===== src/rtl/miriscv_lsu.sv =====
// Load/store unit: issues one data-memory access per core request over a req/rvalid
// handshake, shapes byte enables and store lanes, extends load data, flags errors.
module miriscv_lsu #(
  parameter int unsigned TIMEOUT = 16
) (
  input  logic        clk_i,
  input  logic        rst_i,
  input  logic        lsu_req_i,
  input  logic        lsu_we_i,
  input  logic [2:0]  lsu_size_i,
  input  logic [31:0] lsu_addr_i,
  input  logic [31:0] lsu_data_i,
  output logic [31:0] lsu_data_o,
  output logic        lsu_stall_req_o,
  output logic        lsu_err_o,
  output logic        data_req_o,
  output logic        data_we_o,
  output logic [3:0]  data_be_o,
  output logic [31:0] data_addr_o,
  output logic [31:0] data_wdata_o,
  input  logic [31:0] data_rdata_i,
  input  logic        data_rvalid_i
);

  typedef enum logic [1:0] {S_IDLE, S_BUSY, S_DONE} state_t;

  localparam logic [7:0] LP_CNT_LAST = 8'(TIMEOUT - 1);

  state_t      r_state, w_state_next;
  logic        r_req, w_req_next;
  logic        r_we, w_we_next;
  logic [3:0]  r_be, w_be_next;
  logic [31:0] r_addr, w_addr_next;
  logic [31:0] r_wdata, w_wdata_next;
  logic [2:0]  r_size, w_size_next;
  logic [1:0]  r_off, w_off_next;
  logic [7:0]  r_cnt, w_cnt_next;
  logic [31:0] r_data, w_data_next;
  logic        r_err, w_err_next;

  logic        w_legal;
  logic        w_misaligned;
  logic [3:0]  w_be_new;
  logic [31:0] w_wdata_new;
  logic [31:0] w_lane;
  logic [31:0] w_load_ext;

  // Request decode: size legality, alignment, lane enables and replicated store data.
  always_comb begin
    w_legal      = 1'b0;
    w_misaligned = 1'b0;
    w_be_new     = 4'b1111;
    w_wdata_new  = lsu_data_i;
    case (lsu_size_i)
      3'd0, 3'd4: w_legal = 1'b1;
      3'd1, 3'd5: begin
        w_legal      = 1'b1;
        w_misaligned = lsu_addr_i[0];
      end
      3'd2: begin
        w_legal      = 1'b1;
        w_misaligned = (lsu_addr_i[1:0] != 2'b00);
      end
      default: w_legal = 1'b0;
    endcase
    case (lsu_size_i[1:0])
      2'd0: begin
        w_be_new    = 4'b0001 << lsu_addr_i[1:0];
        w_wdata_new = {4{lsu_data_i[7:0]}};
      end
      2'd1: begin
        w_be_new    = 4'b0011 << {lsu_addr_i[1], 1'b0};
        w_wdata_new = {2{lsu_data_i[15:0]}};
      end
      default: begin
        w_be_new    = 4'b1111;
        w_wdata_new = lsu_data_i;
      end
    endcase
  end

  // Shift the addressed lane down to bit 0, then extend by the latched size.
  always_comb begin
    w_lane = data_rdata_i >> {r_off, 3'b000};
    case (r_size)
      3'd0:    w_load_ext = {{24{w_lane[7]}}, w_lane[7:0]};
      3'd4:    w_load_ext = {24'd0, w_lane[7:0]};
      3'd1:    w_load_ext = {{16{w_lane[15]}}, w_lane[15:0]};
      3'd5:    w_load_ext = {16'd0, w_lane[15:0]};
      default: w_load_ext = data_rdata_i;
    endcase
  end

  always_comb begin
    w_state_next = r_state;
    w_req_next   = r_req;
    w_we_next    = r_we;
    w_be_next    = r_be;
    w_addr_next  = r_addr;
    w_wdata_next = r_wdata;
    w_size_next  = r_size;
    w_off_next   = r_off;
    w_cnt_next   = r_cnt;
    w_data_next  = r_data;
    w_err_next   = 1'b0;
    case (r_state)
      S_IDLE: begin
        if (lsu_req_i) begin
          if (!w_legal || w_misaligned) begin
            w_state_next = S_DONE;
            w_err_next   = 1'b1;
          end else begin
            w_state_next = S_BUSY;
            w_req_next   = 1'b1;
            w_we_next    = lsu_we_i;
            w_be_next    = w_be_new;
            w_addr_next  = {lsu_addr_i[31:2], 2'b00};
            w_wdata_next = w_wdata_new;
            w_size_next  = lsu_size_i;
            w_off_next   = lsu_addr_i[1:0];
            w_cnt_next   = 8'd0;
          end
        end
      end
      S_BUSY: begin
        // rvalid takes priority over the timeout check in the same cycle.
        if (data_rvalid_i) begin
          w_state_next = S_DONE;
          w_req_next   = 1'b0;
          if (!r_we) begin
            w_data_next = w_load_ext;
          end
        end else if (r_cnt == LP_CNT_LAST) begin
          w_state_next = S_DONE;
          w_req_next   = 1'b0;
          w_data_next  = 32'd0;
          w_err_next   = 1'b1;
        end else begin
          w_cnt_next = r_cnt + 8'd1;
        end
      end
      default: begin
        w_state_next = S_IDLE;
      end
    endcase
  end

  always_ff @(posedge clk_i or posedge rst_i) begin
    if (rst_i) begin
      r_state <= S_IDLE;
      r_req   <= 1'b0;
      r_we    <= 1'b0;
      r_be    <= 4'd0;
      r_addr  <= 32'd0;
      r_wdata <= 32'd0;
      r_size  <= 3'd0;
      r_off   <= 2'd0;
      r_cnt   <= 8'd0;
      r_data  <= 32'd0;
      r_err   <= 1'b0;
    end else begin
      r_state <= w_state_next;
      r_req   <= w_req_next;
      r_we    <= w_we_next;
      r_be    <= w_be_next;
      r_addr  <= w_addr_next;
      r_wdata <= w_wdata_next;
      r_size  <= w_size_next;
      r_off   <= w_off_next;
      r_cnt   <= w_cnt_next;
      r_data  <= w_data_next;
      r_err   <= w_err_next;
    end
  end

  // Reset gates the stall so the core is released while reset is held.
  assign lsu_stall_req_o = lsu_req_i & (r_state != S_DONE) & ~rst_i;
  assign lsu_err_o       = r_err;
  assign lsu_data_o      = r_data;
  assign data_req_o      = r_req;
  assign data_we_o       = r_we;
  assign data_be_o       = r_be;
  assign data_addr_o     = r_addr;
  assign data_wdata_o    = r_wdata;

endmodule

===== config.mk =====
export PLATFORM = sky130hd
export DESIGN_NAME = miriscv_lsu
export DESIGN_NICKNAME = d
export VERILOG_FILES = /design/src/rtl/miriscv_lsu.sv
export SDC_FILE = /design/constraint.sdc
export NUM_CORES = 1
export LEC_CHECK = 0
export CAP_MARGIN = 20
export CORE_MARGIN = 8
export CORE_UTILIZATION = 40
export DETAILED_ROUTE_END_ITERATION = 6
export PLACE_DENSITY = 0.75
export SYNTH_ARGS = -nofsm -noshare
export SYNTH_HDL_FRONTEND = slang
export SYNTH_SLANG_ARGS = --single-unit

===== constraint.sdc =====
create_clock -name clk_i -period 6.91 [get_ports clk_i]
set_input_delay 1.0365 -clock clk_i [delete_from_list [all_inputs] [get_ports clk_i]]
set_output_delay 1.0365 -clock clk_i [all_outputs]
set_load 0.03 [all_outputs]

==> results.json <==
{
  "rsz0062_at_grt": "false",
  "cp-start-kind": "input pin",
  "initial_core_util": 0.407,
  "dp.cells": 819,
  "final_common_cell": "clkdlybuf4s50_1",
  "nFillCells": 1073,
  "drv_cap": 0,
  "status": "finished, final reports clean",
  "postSynth.asyncResetShare": 1.00,
  "drc_errors": 0,
  "synth.avg_cell_area_sq_um": 11.4,
  "port_buffers": 205,
  "crit_path_frequent_cell": "clkdlybuf4s50_1",
  "dr.pass1.iters": 7,
  "cts.sinks": 116,
  "cp_cell_sequence": "clkdlybuf4s50_1 -> inv_4 -> o211a_1 -> clkdlybuf4s50_1",
  "die_w_um": 132,
  "initialDrtViolationCount": 290,
  "grt_pass1_vias": 4852,
  "final_cell_mix": "clkdlybuf4s50_1 (205), dfrtp_1 (116), nand2_1 (49)",
  "cts-resized-gates": 0,
  "max_freq_mhz": 245,
  "p_per_area_mw_per_mm2": 447,
  "syn_area_sq_mm": 0.00534,
  "n_antenna_cell": 0,
  "viasPerCell": 5.31,
  "grt_antenna_before_repair": 0,
  "synth_top_cell_area_share": 0.543,
  "stdcell_count": 848,
  "yosysSeqAreaShare": 0.543,
  "cp.arrival_ps": 3040,
  "path_delay_family": "buffers and inverters",
  "antenna_left": 0,
  "clkLatencyLatePin_ps": 410,
  "setup_violations": 0,
  "synth_largest_area_cell": "dfrtp_1",
  "area_growth_pct": 51.4,
  "syn-instance-count": 467,
  "wl_per_cell_um": 18.7,
  "grt_use_total": 0.186,
  "fin_setup_tns_ps": 0,
  "dieArea_sq_mm": 0.0173,
  "cp.buffers_inverters": 3,
  "grt_max_degree": 69,
  "drive_gt1_frac": 0.0595,
  "cts_root_buf": "clkbuf_16",
  "num_rows": 42,
  "clk_pin_slew_ps": 50,
  "critPathMaxFanout": 63,
  "post_synth_num_cell_types": 50,
  "place_area_sq_mm": 0.00751,
  "hold_class": "register to register",
  "final_nets": 767,
  "ys_warn_count": 0,
  "vias": 4507,
  "postCtsHoldBufs": 0,
  "ys.flop_type": "dfrtp_1",
  "drv_slew": 0,
  "fin_skew_ps": 6.56,
  "timing.final.crit_share": 0.590,
  "grt_pass1_wl_mm": 25.8,
  "die_h_um": 132,
  "p_leak_nw": 3.53,
  "htree_levels": 4,
  "critical-path-max-stage-delay_ps": 670,
  "numCtsBuffers": 17,
  "ir_drop_mv": 0.288,
  "synth_edf_count": 0,
  "routed_wl_mm": 15.9,
  "ys_seq_elements": 116,
  "cp-end-kind": "primary output",
  "cts_max_path_buffers": 2,
  "worst_slew_pin_slew_ps": 1010,
  "globalplace.congestion": 0.863,
  "yosys-top-cells-area": "dfrtp_1 (54%), mux2_1 (8.9%), mux2i_1 (7.1%), o21ai_1 (3.8%), nand2_1 (3.4%)",
  "hold_violations": 0,
  "post-route-min-period_ps": 4080,
  "stdcell_area_sq_mm": 0.00809,
  "worstPathRequired_ps": 5870,
  "slowest_stage": "clkdlybuf4s50_1",
  "cts_tree": "yes",
  "grt_overflow_total": 0,
  "core_sq_mm": 0.0131,
  "place_hpwl_mm": 11.7,
  "worstSetupPathType": "input pin to primary output",
  "post_cts.repair.setup_buffers": 0,
  "relSlewSlack": 0.327,
  "io_pins": 208
}
-- layout make-up --
cell class | count | area, sq um | share of cell area
clock buffers | 24 | 482 | 0.0596
clock inverters | 5 | 100 | 0.0124
inverters | 7 | 28.8 | 0.00356
multi-input cells | 311 | 2270 | 0.281
flip-flops and latches | 116 | 2900 | 0.359
well taps | 176 | 220 | 0.0272
repair buffers | 209 | 2080 | 0.257
-- through the flow --
| step | power [mW] | utilization | hold slack, ps | worst slack, ps |
|---|---|---|---|---|
| floorplan | 2.03 | - | 458 | 1860 |
| global placement | 2.73 | 0.571 | 467 | 2570 |
| detailed placement | 2.76 | 0.571 | 474 | 2480 |
| CTS | 3.65 | 0.616 | 486 | 2780 |
| global route | 3.79 | 0.616 | 503 | 2630 |
| finish | 3.61 | 0.616 | 479 | 2830 |
-- flip-flops by register name, summed over array words and instances, names as in the netlist --
name / count
data_req_o: 1
lsu_data_o: 32
r_state: 2
data_we_o: 1
r_cnt: 8
r_off: 2
data_wdata_o: 32
data_addr_o: 30
lsu_err_o: 1
r_size: 3
data_be_o: 4
-- report_power, final --
group / switching (mW) / total, mW / internal [mW]
registers: 0.200 / 1.15 / 0.954
clock network: 0.284 / 0.872 / 0.588
logic: 0.882 / 1.59 / 0.707
total: 1.37 / 3.61 / 2.25
-- path summary, 6_finish.rpt --
kind / from / end / slack [ps] / depth (start not counted)
max: rst_i / lsu_stall_req_o / 2830 / 4
min: data_wdata_o[18]$_DFFE_PP0P_ / data_wdata_o[18]$_DFFE_PP0P_ / 480 / 2
max reg2reg: r_off[0]$_DFFE_PP0P_ / lsu_data_o[22]$_DFFE_PP0P_ / 4210 / 4
min reg2reg: data_wdata_o[18]$_DFFE_PP0P_ / data_wdata_o[18]$_DFFE_PP0P_ / 480 / 2
max in group asynchronous: rst_i / lsu_data_o[29]$_DFFE_PP0P_ / 4550 / 3
min in group asynchronous: rst_i / data_addr_o[6]$_DFFE_PP0P_ / 1120 / 2
-- synth_stat cells (all sizes together), types with 2 or more instances --
library cell and n:
mux2 42, a221o 17, nand4 3, a21oi 15
or3b 2, a31oi 3, nor3 2, o21ai 47
nand2 49, a22o 7, dfrtp 116, xnor2 2
inv 7, and3 8, nand3 10, a211o 7
nor3b 4, o2bb2ai 6, nor2 20, mux2i 38
buf 18, clkbuf 16, nor4 3, a22oi 6
-- tightest hold or removal path, stage by stage (launching register included) --
cell and delay, ps:
dfrtp_1 330, nand2_1 50, o21ai_1 60
-- kinds of logic after synthesis --
kind of cell / Yosys count / synth area share
AOI/OAI and AO/OA: 115 / 0.146
xor gates and xnor gates: 3 / 0.00492
adders and majority gates: 1 / 0.00234
buffers and inverters: 41 / 0.0351
DFF: 116 / 0.543
muxes: 81 / 0.164
other: 1 / 0.000702
and+or+nand+nor: 109 / 0.104
-- per-layer routing --
layer / vias to the layer above / global-route usage / wire, um
li1: 2104 / - / -
met1: 2172 / 0.211 / 6420
met2: 195 / 0.290 / 7380
met3: 36 / 0.0831 / 1530
met4: 0 / 0.0976 / 554
met5: - / 0 / 0
No activity file was read; power rests on OpenSTA's default activity.
==> RTL edit: new RTL, config.mk and constraints unchanged <==
Reset style: synchronous (`rst_i`), changed in one clocked block.
--- a/src/rtl/miriscv_lsu.sv
+++ b/src/rtl/miriscv_lsu.sv
@@ -146,5 +146,5 @@
   end
 
-  always_ff @(posedge clk_i or posedge rst_i) begin
+  always_ff @(posedge clk_i) begin
     if (rst_i) begin
       r_state <= S_IDLE;
Check against the original RTL: differs if rst_i is asserted again (counterexample within 4 cycles, from zero or initial values and one cycle with rst_i high); with rst_i held inactive, the same outputs for 4 cycles.
==> RTL edit against the original RTL <==
Sequential cell count unchanged; highest routed layer unchanged; synthesized area down 3.7%; setup slack worse by 0.0053 ns; cell area decreased by 4.4%; wire length up 8.6%.
Power is not compared: it rests on default switching activity, and its combinational part moved more than twofold at a synthesized area within 25%.
==> RTL edit: results (changes against the original RTL) <==
[timing]
finalCritPeriodShare = 0.591  ; was 0.590
worst_pin_slew_ns = 1.11  ; was 1.01 ns
finClkSkew_ns = 0.00613  ; was 0.00656 ns

[setup_path]
rrSetupSlack_ns = 4.23  ; was 4.21 ns
rr_startpoint = r_state[0]$_SDFFE_PP0P_  ; was r_off[0]$_DFFE_PP0P_
arrival_ns = 4.39  ; was 3.04 ns
startpoint = lsu_size_i[0]  ; was rst_i
cp-endpoint = data_wdata_o[14]$_SDFFE_PP0P_  ; was lsu_stall_req_o

[synth]
synth.area.top_cells = dfxtp_1 (45%), nand2_1 (10%), a21oi_1 (6.7%)  ; was dfrtp_1 (54%), mux2_1 (8.9%), mux2i_1 (7.1%)
yosysUniqueCellTypes = 52  ; was 50
async_flop_share = 0  ; was 1.00
synth_seq_area_share = 0.452  ; was 0.543
synth.top_cells.by_count = nand2_1 (141), dfxtp_1 (116), a21oi_1 (69)  ; was dfrtp_1 (116), nand2_1 (49), mux2_1 (42)
synthCells = 616  ; was 467
synth_ff_type = dfxtp_1  ; was dfrtp_1

[global_routing]
grt_max_degree = 94  ; was 69
met2_usage = 0.328  ; was 0.290
antenna_found_initial = 1  ; was 0
grt_pass1_wl_um = 26900  ; was 25800 um
grt_util_met1 = 0.232  ; was 0.211
grt_pass1_vias = 5161  ; was 4852
grtUsageTotal = 0.205  ; was 0.186

[cells_and_area]
nFillCells = 1101  ; was 1073
layout-drive-gt1-share = 0.0508  ; was 0.0595

[placement]
post-dp-hpwl_um = 12700  ; was 11700 um
place_ws_ns = 2.40  ; was 2.48 ns
post_dp_cell_area_um2 = 7200  ; was 7510 um2
gp_congestion = 0.832  ; was 0.863

[route]
post_drt_via_cell_ratio = 5.36  ; was 5.31
drt_iter0_drc = 425  ; was 290
first_pass_iters = 5  ; was 7

[status]
status = complete, no violations  ; unchanged

RTL edit: cell count changes after synthesis, moves of 8 or more:
cell / unedited run / this run
a211oi_1: 0 / 17
a21oi_1: 15 / 69
a311oi_1: 0 / 13
clkbuf_1: 16 / 24
dfrtp_1: 116 / 0
dfxtp_1: 0 / 116
mux2_1: 42 / 0
mux2i_1: 38 / 26
nand2_1: 49 / 141
nand2b_1: 1 / 10
nor2_1: 20 / 30
o211ai_1: 0 / 15
o21ai_0: 6 / 20
o21ai_1: 41 / 10
RTL edit: cells by family after synthesis:
logic type      after synthesis  synth area share
xor+xnor                      1           0.00170
mux                          27            0.0550
buf+inv                      56            0.0506
simple gates                229             0.199
other cells                   1          0.000729
flops                       116             0.452
fa+ha+maj                     1           0.00243
compound gates              185             0.239
RTL edit: through the flow:
stage / cells / util
floorplan: 617 / -
global placement: 947 / 0.573
detailed placement: 947 / 0.573
CTS: 979 / 0.615
global route: 980 / 0.615
finish: 980 / 0.615
RTL edit: worst min path at each step:
stage,start,endpoint,slack (ns),cells past startpoint
after floorplan,r_size[2]$_SDFFE_PP0P_,r_size[2]$_SDFFE_PP0P_,0.45,2
after global placement,lsu_data_o[5]$_SDFFE_PP0P_,lsu_data_o[5]$_SDFFE_PP0P_,0.43,2
after detailed placement,lsu_data_o[5]$_SDFFE_PP0P_,lsu_data_o[5]$_SDFFE_PP0P_,0.44,2
after CTS,lsu_data_o[5]$_SDFFE_PP0P_,lsu_data_o[5]$_SDFFE_PP0P_,0.44,2
after global routing,lsu_data_o[5]$_SDFFE_PP0P_,lsu_data_o[5]$_SDFFE_PP0P_,0.46,2
final,lsu_data_o[5]$_SDFFE_PP0P_,lsu_data_o[5]$_SDFFE_PP0P_,0.44,2
RTL edit: cell type report:
class / count / area [um2] / share of cell area
diodes: 1 / 2.50 / 0.000324
clock buffers: 22 / 464 / 0.0601
clock inverters: 10 / 58.8 / 0.00761
inverters: 6 / 22.5 / 0.00291
multi-input cells: 445 / 2570 / 0.333
flip-flops and latches: 116 / 2320 / 0.300
well taps: 172 / 215 / 0.0278
repair buffers: 208 / 2070 / 0.268
RTL edit: critical path, stage by stage:
cell and delay [ns]:
clkdlybuf4s50_1 0.86, nor4_1 0.82, o21a_2 0.69, buf_4 0.55
nor2_1 0.10, a311oi_1 0.30
RTL edit: per-layer routing:
metal / part of all wire / up-vias
met4: 0.024 / 0
met3: 0.12 / 28
met1: 0.40 / 2435
li1: - / 2550
met5: 0 / -
met2: 0.46 / 236
RTL edit: power by group:
part           switching, W  internal [W]
registers         0.0000249      0.000702
clock network      0.000298      0.000471
logic              0.000173      0.000144
